==> src/rtl/l2_request_arbiter.sv <==
// l2_request_arbiter: round-robin arbiter funnelling per-core L2 request packets
// into a single one-deep output register.
// Optional feature macro: L2_ARB_PERF_COUNTERS_EN enables the grant and stall
// performance counters; without it both perf outputs are tied to zero.
module l2_request_arbiter #(
    parameter int unsigned NUM_REQUESTERS = 4,
    parameter int unsigned PACKET_WIDTH   = 128,
    localparam int unsigned IDX_W = (NUM_REQUESTERS > 1) ? $clog2(NUM_REQUESTERS) : 1
) (
    input  logic                                         clk,
    input  logic                                         reset,
    input  logic [NUM_REQUESTERS-1:0]                    req_valid,
    input  logic [NUM_REQUESTERS-1:0][PACKET_WIDTH-1:0]  req_packet,
    output logic [NUM_REQUESTERS-1:0]                    req_ready,
    output logic                                         out_valid,
    output logic [PACKET_WIDTH-1:0]                      out_packet,
    output logic [IDX_W-1:0]                             out_source,
    input  logic                                         out_ready,
    output logic [31:0]                                  perf_grant_count,
    output logic [31:0]                                  perf_stall_cycles
);

    logic                    out_valid_q,  out_valid_d;
    logic [PACKET_WIDTH-1:0] out_packet_q, out_packet_d;
    logic [IDX_W-1:0]        out_source_q, out_source_d;
    logic [IDX_W-1:0]        rr_ptr_q,     rr_ptr_d;

    logic                    slot_free;
    logic                    grant_any;
    logic [IDX_W-1:0]        grant_idx;
    logic [IDX_W:0]          scan_idx;

    // Round-robin search for the first valid requester at or after rr_ptr.
    always_comb begin
        slot_free = !out_valid_q || out_ready;
        grant_any = 1'b0;
        grant_idx = '0;
        scan_idx  = '0;
        if (!reset && slot_free) begin
            for (int unsigned i = 0; i < NUM_REQUESTERS; i++) begin
                scan_idx = {1'b0, rr_ptr_q} + (IDX_W+1)'(i);
                if (scan_idx >= (IDX_W+1)'(NUM_REQUESTERS)) begin
                    scan_idx = scan_idx - (IDX_W+1)'(NUM_REQUESTERS);
                end
                if (!grant_any && req_valid[scan_idx[IDX_W-1:0]]) begin
                    grant_any = 1'b1;
                    grant_idx = scan_idx[IDX_W-1:0];
                end
            end
        end
    end

    // One-hot accept strobe on the granted core.
    always_comb begin
        req_ready = '0;
        if (grant_any) begin
            req_ready = NUM_REQUESTERS'(1) << grant_idx;
        end
    end

    // Output register and pointer next state.
    always_comb begin
        out_valid_d  = out_valid_q;
        out_packet_d = out_packet_q;
        out_source_d = out_source_q;
        rr_ptr_d     = rr_ptr_q;
        if (grant_any) begin
            out_valid_d  = 1'b1;
            out_packet_d = req_packet[grant_idx];
            out_source_d = grant_idx;
            rr_ptr_d     = (grant_idx == IDX_W'(NUM_REQUESTERS - 1)) ? '0 : grant_idx + IDX_W'(1);
        end else if (out_valid_q && out_ready) begin
            out_valid_d  = 1'b0;
        end
    end

    // State registers; reset discards any held packet.
    always_ff @(posedge clk) begin
        if (reset) begin
            out_valid_q  <= 1'b0;
            out_packet_q <= '0;
            out_source_q <= '0;
            rr_ptr_q     <= '0;
        end else begin
            out_valid_q  <= out_valid_d;
            out_packet_q <= out_packet_d;
            out_source_q <= out_source_d;
            rr_ptr_q     <= rr_ptr_d;
        end
    end

    assign out_valid  = out_valid_q;
    assign out_packet = out_packet_q;
    assign out_source = out_source_q;

`ifdef L2_ARB_PERF_COUNTERS_EN
    logic [31:0] perf_grant_q, perf_grant_d;
    logic [31:0] perf_stall_q, perf_stall_d;

    // Grant and stall counters, free-running with natural wrap.
    always_comb begin
        perf_grant_d = perf_grant_q;
        perf_stall_d = perf_stall_q;
        if (grant_any) begin
            perf_grant_d = perf_grant_q + 32'd1;
        end
        if ((|req_valid) && !grant_any) begin
            perf_stall_d = perf_stall_q + 32'd1;
        end
    end

    // Counter registers.
    always_ff @(posedge clk) begin
        if (reset) begin
            perf_grant_q <= '0;
            perf_stall_q <= '0;
        end else begin
            perf_grant_q <= perf_grant_d;
            perf_stall_q <= perf_stall_d;
        end
    end

    assign perf_grant_count  = perf_grant_q;
    assign perf_stall_cycles = perf_stall_q;
`else
    assign perf_grant_count  = 32'd0;
    assign perf_stall_cycles = 32'd0;
`endif

endmodule

==> config.mk <==
export PLATFORM = sky130hd
export DESIGN_NAME = l2_request_arbiter
export DESIGN_NICKNAME = d
export VERILOG_FILES = /design/src/rtl/l2_request_arbiter.sv
export SDC_FILE = /design/constraint.sdc
export NUM_CORES = 1
export LEC_CHECK = 0
export CAP_MARGIN = 10
export CELL_PAD_IN_SITES_DETAIL_PLACEMENT = 0
export CELL_PAD_IN_SITES_GLOBAL_PLACEMENT = 2
export CORE_AREA = 2 2 277 279
export DETAILED_ROUTE_END_ITERATION = 7
export DIE_AREA = 0 0 279 281
export GPL_TIMING_DRIVEN = 0
export PLACE_DENSITY = 0.57
export SETUP_SLACK_MARGIN = 0.4
export SYNTH_ARGS = -nofsm -noshare
export SYNTH_HDL_FRONTEND = slang
export SYNTH_SLANG_ARGS = --single-unit
==> constraint.sdc <==
create_clock -name clk -period 2.7 [get_ports clk]
set_input_delay 0.54 -clock clk [delete_from_list [all_inputs] [get_ports clk]]
set_output_delay 0.54 -clock clk [all_outputs]
set_load 0.03 [all_outputs]
==> results <==
[placed cells by master, fill, tap and decap left out, types with 2 or more instances in the layout]
cell / n
clkdlybuf4s50_1: 642
mux2i_1: 214
nand2_1: 132
dfxtp_1: 132
o221ai_1: 127
buf_4: 92
conb_1: 64
o22ai_1: 36
clkbuf_2: 28
clkbuf_16: 17
buf_6: 15
buf_2: 15
diode_2: 6
nor2b_4: 5
bufinv_16: 5
clkbuf_1: 4
buf_12: 4
clkbuf_4: 4
nor2_4: 4
a21oi_1: 4
clkinv_4: 4
nor3_1: 3
clkinvlp_4: 3
clkdlybuf4s15_2: 3
nor3b_1: 2
or3_1: 2
nor2_1: 2
nor4b_2: 2
o21ai_0: 2
mux2i_2: 2
nand3_1: 2
dlygate4sd2_1: 2
[per-layer routing]
layer,GRT usage,vias to the layer above,routed length [um]
met1,0.1445,4444,20910
met2,0.2480,445,28310
met5,0,-,79
met3,0.05204,56,4736
li1,-,4587,-
met4,0.04122,12,1011
[what timing repair did]
| action | CTS | global route |
|---|---|---|
| buffers inserted | 20 | 0 |
| endpoints found under the setup margin | 136 | 114 |
| hold endpoints to repair | 0 | 0 |
| gates resized for setup | 99 | 41 |
| pin swaps | 3 | 0 |
[power breakdown]
group	leakage [uW]	total [uW]	internal (uW)	switching (uW)
registers	0.00110	2460	2290	172
clock network	0.000297	2710	1630	1080
logic	0.00564	4330	2070	2260
total	0.00704	9510	5990	3520
[cell type report]
type / count / area, um^2 / share of cell area
timing repair buffer: 672 / 6695 / 0.3937
multi-input combinational: 626 / 4732 / 0.2783
sequential: 133 / 2666 / 0.1568
tap: 978 / 1224 / 0.07196
buffer: 140 / 1035 / 0.06085
clock buffer: 17 / 425.4 / 0.02502
clock inverter: 12 / 207.7 / 0.01221
antenna: 6 / 15.01 / 0.0008830
inverter: 1 / 3.754 / 0.0002208
[metrics by stage]
step / setup slack (ns) / util / instance area [um^2] / setup TNS, ns / instances
global route: -0.4009 / 0.2253 / 16990 / -1.389 / 2581
finish: -0.3281 / 0.2254 / 17000 / -1.043 / 2585
detailed placement: -1.815 / 0.2114 / 15950 / -148.60 / 2530
floorplan: 0.2079 / - / 8195 / 0 / 900
global placement: -1.849 / 0.2114 / 15950 / -150.71 / 2530
CTS: -0.3759 / 0.2245 / 16940 / -1.272 / 2579
[cells by family after synthesis]
kind of cell               after synthesis  synth area share
muxes                                  217            0.2751
other                                    1         0.0004749
buffers and inverters                  141            0.1130
adders and majority gates                1          0.001584
AOI/OAI and AO/OA                      178            0.1824
and+or+nand+nor                        166           0.09032
DFF                                    133            0.3372
[sequential cells by signal, indices dropped and copies added, names as in the netlist]
| signal | flops |
|---|---|
| out_packet | 128 |
| out_source | 2 |
| rr_ptr_q | 2 |
| out_valid | 1 |
[worst max-delay path, cell delays in order]
cell             delay (ns)
clkdlybuf4s15_2        0.23
nor2b_4                0.14
o21ba_4                0.19
or4_4                  0.49
buf_12                 0.15
buf_16                 0.14
buf_12                 0.14
ha_4                   0.14
and2_4                 0.16
buf_6                  0.14
[Yosys cell counts (2+ instances only)]
cell type  number  share of area
mux2i_1       217           0.28
or3_1           2         0.0016
o221ai_1      127           0.14
nor2_1          4         0.0019
o22ai_1        37          0.029
nand2_1       132          0.063
nor3_1          4         0.0025
buf_1           3         0.0014
nor2_2          2         0.0016
clkbuf_1       33          0.016
dfxtp_1       133           0.34
nor4_1          2         0.0016
nor3b_1         3         0.0029
nor2b_1         6         0.0048
a21oi_1         4         0.0025
buf_4          68          0.065
buf_6          10          0.014
buf_2          26          0.016
nand3_1         2         0.0013
o21ai_0         2         0.0013
[worst max path at each step]
| stage | startpoint | endpoint | depth (start not counted) |
|---|---|---|---|
| final | req_valid[0] | req_ready[0] | 10 |
| after global routing | rr_ptr_q[0] | req_ready[0] | 9 |
| after CTS | rr_ptr_q[0] | req_ready[0] | 9 |
| after detailed placement | req_valid[1] | req_ready[0] | 8 |
| after global placement | req_valid[1] | req_ready[0] | 8 |
| after floorplan | req_valid[0] | req_ready[0] | 8 |
==> impl_metrics.env <==
export IMPL_r2r_cells=8
export IMPL_viasPerCell=3.692
export IMPL_outcome="complete, but fails checks"
export IMPL_min_delay_path_class="reg2reg"
export IMPL_synthArstFlopShare=0
export IMPL_gp_congestion=0.7461
export IMPL_grtUsageTotal=0.1361
export IMPL_power_density_mw_per_mm2=559.3
export IMPL_drc_errors=0
export IMPL_whs_ns=0.4586
export IMPL_drt_antenna_violating_nets=0
export IMPL_cts_tree="done"
export IMPL_drive_gt1_frac=0.1380
export IMPL_violations="setup timing"
export IMPL_totalPowerFinal_uw=9509
export IMPL_layout_min_cycle_time_ns=3.028
export IMPL_rows=101
export IMPL_drt_iter0_markers=276
export IMPL_synthDistinctLibCells=40
export IMPL_fill_cells=8215
export IMPL_clk_path_buf_depth=2
export IMPL_avgSynthCellArea_um2=9.434
export IMPL_ys_seq_elements=133
export IMPL_clk_pin_slew_ns=0.06
export IMPL_r2r_end="out_packet[28]"
export IMPL_cts_made_buffers=17
export IMPL_ir_worst_vdd_uv=341.4
export IMPL_grt_max_degree=17
export IMPL_nNetsFinal=2111
export IMPL_grt_setup_unrepaired="true"
export IMPL_grt_first_pass_wirelength_um=74990
export IMPL_whs_path_depth=2
export IMPL_syn_area_mm2=0.007896
export IMPL_wl_per_cell_um=21.29
export IMPL_hold_viol=0
export IMPL_seq_area_frac_synth=0.3372
export IMPL_start_util=0.1047
export IMPL_num_vias=9544
export IMPL_clock_skew_ns=0.01034
export IMPL_synth_top_flop_cell="dfxtp_1"
export IMPL_synth_edf_count=0
export IMPL_rrSetupSlack_ns=0.33
export IMPL_fmax_mhz=330.2
export IMPL_worst_pin_slew_ns=0.5878
export IMPL_clkLatencyLatePin_ns=0.47
export IMPL_dr_pass1_iters=4
export IMPL_grt_overflow=0
export IMPL_worst_slack_ns=-0.3281
export IMPL_grt_pass1_vias=10100
export IMPL_maxSlewHeadroom=0.6081
export IMPL_start_kind="input port"
export IMPL_power_leakage_uw=0.007040
export IMPL_die_area_mm2=0.07840
export IMPL_critPathMaxFanout=4
export IMPL_clock_sinks=133
export IMPL_fin_crit_sh=1.122
export IMPL_io_pin_count=718
export IMPL_cts_hold_buf=0
export IMPL_areaGrowthSynthToFinish_pct=115.3
export IMPL_portBuffers=652
export IMPL_drv_slew=0
export IMPL_antenna_found_initial=11
export IMPL_dp_hpwl_um=44050
export IMPL_cp_arrival_ns=2.49
export IMPL_required_ns=2.16
export IMPL_drv_cap=0
export IMPL_endpoint_kind="output port"
export IMPL_cts_htree_levels=4
export IMPL_syn_inst=837
export IMPL_hold_start="out_source[0]"
export IMPL_postRouteWirelength_um=55040
export IMPL_core_area_mm2=0.07544
export IMPL_die_w_um=279
export IMPL_fp_dieH_um=281
export IMPL_min_to="out_source[0]"
export IMPL_yosys_warnings=0
export IMPL_finalSetupViolations=4
export IMPL_timing_rr_start="rr_ptr_q[0]"
export IMPL_ctsRootBufferMaster="clkbuf_16"
export IMPL_worstSetupPathType="in2out"
Power figures use the tool's default switching activity.
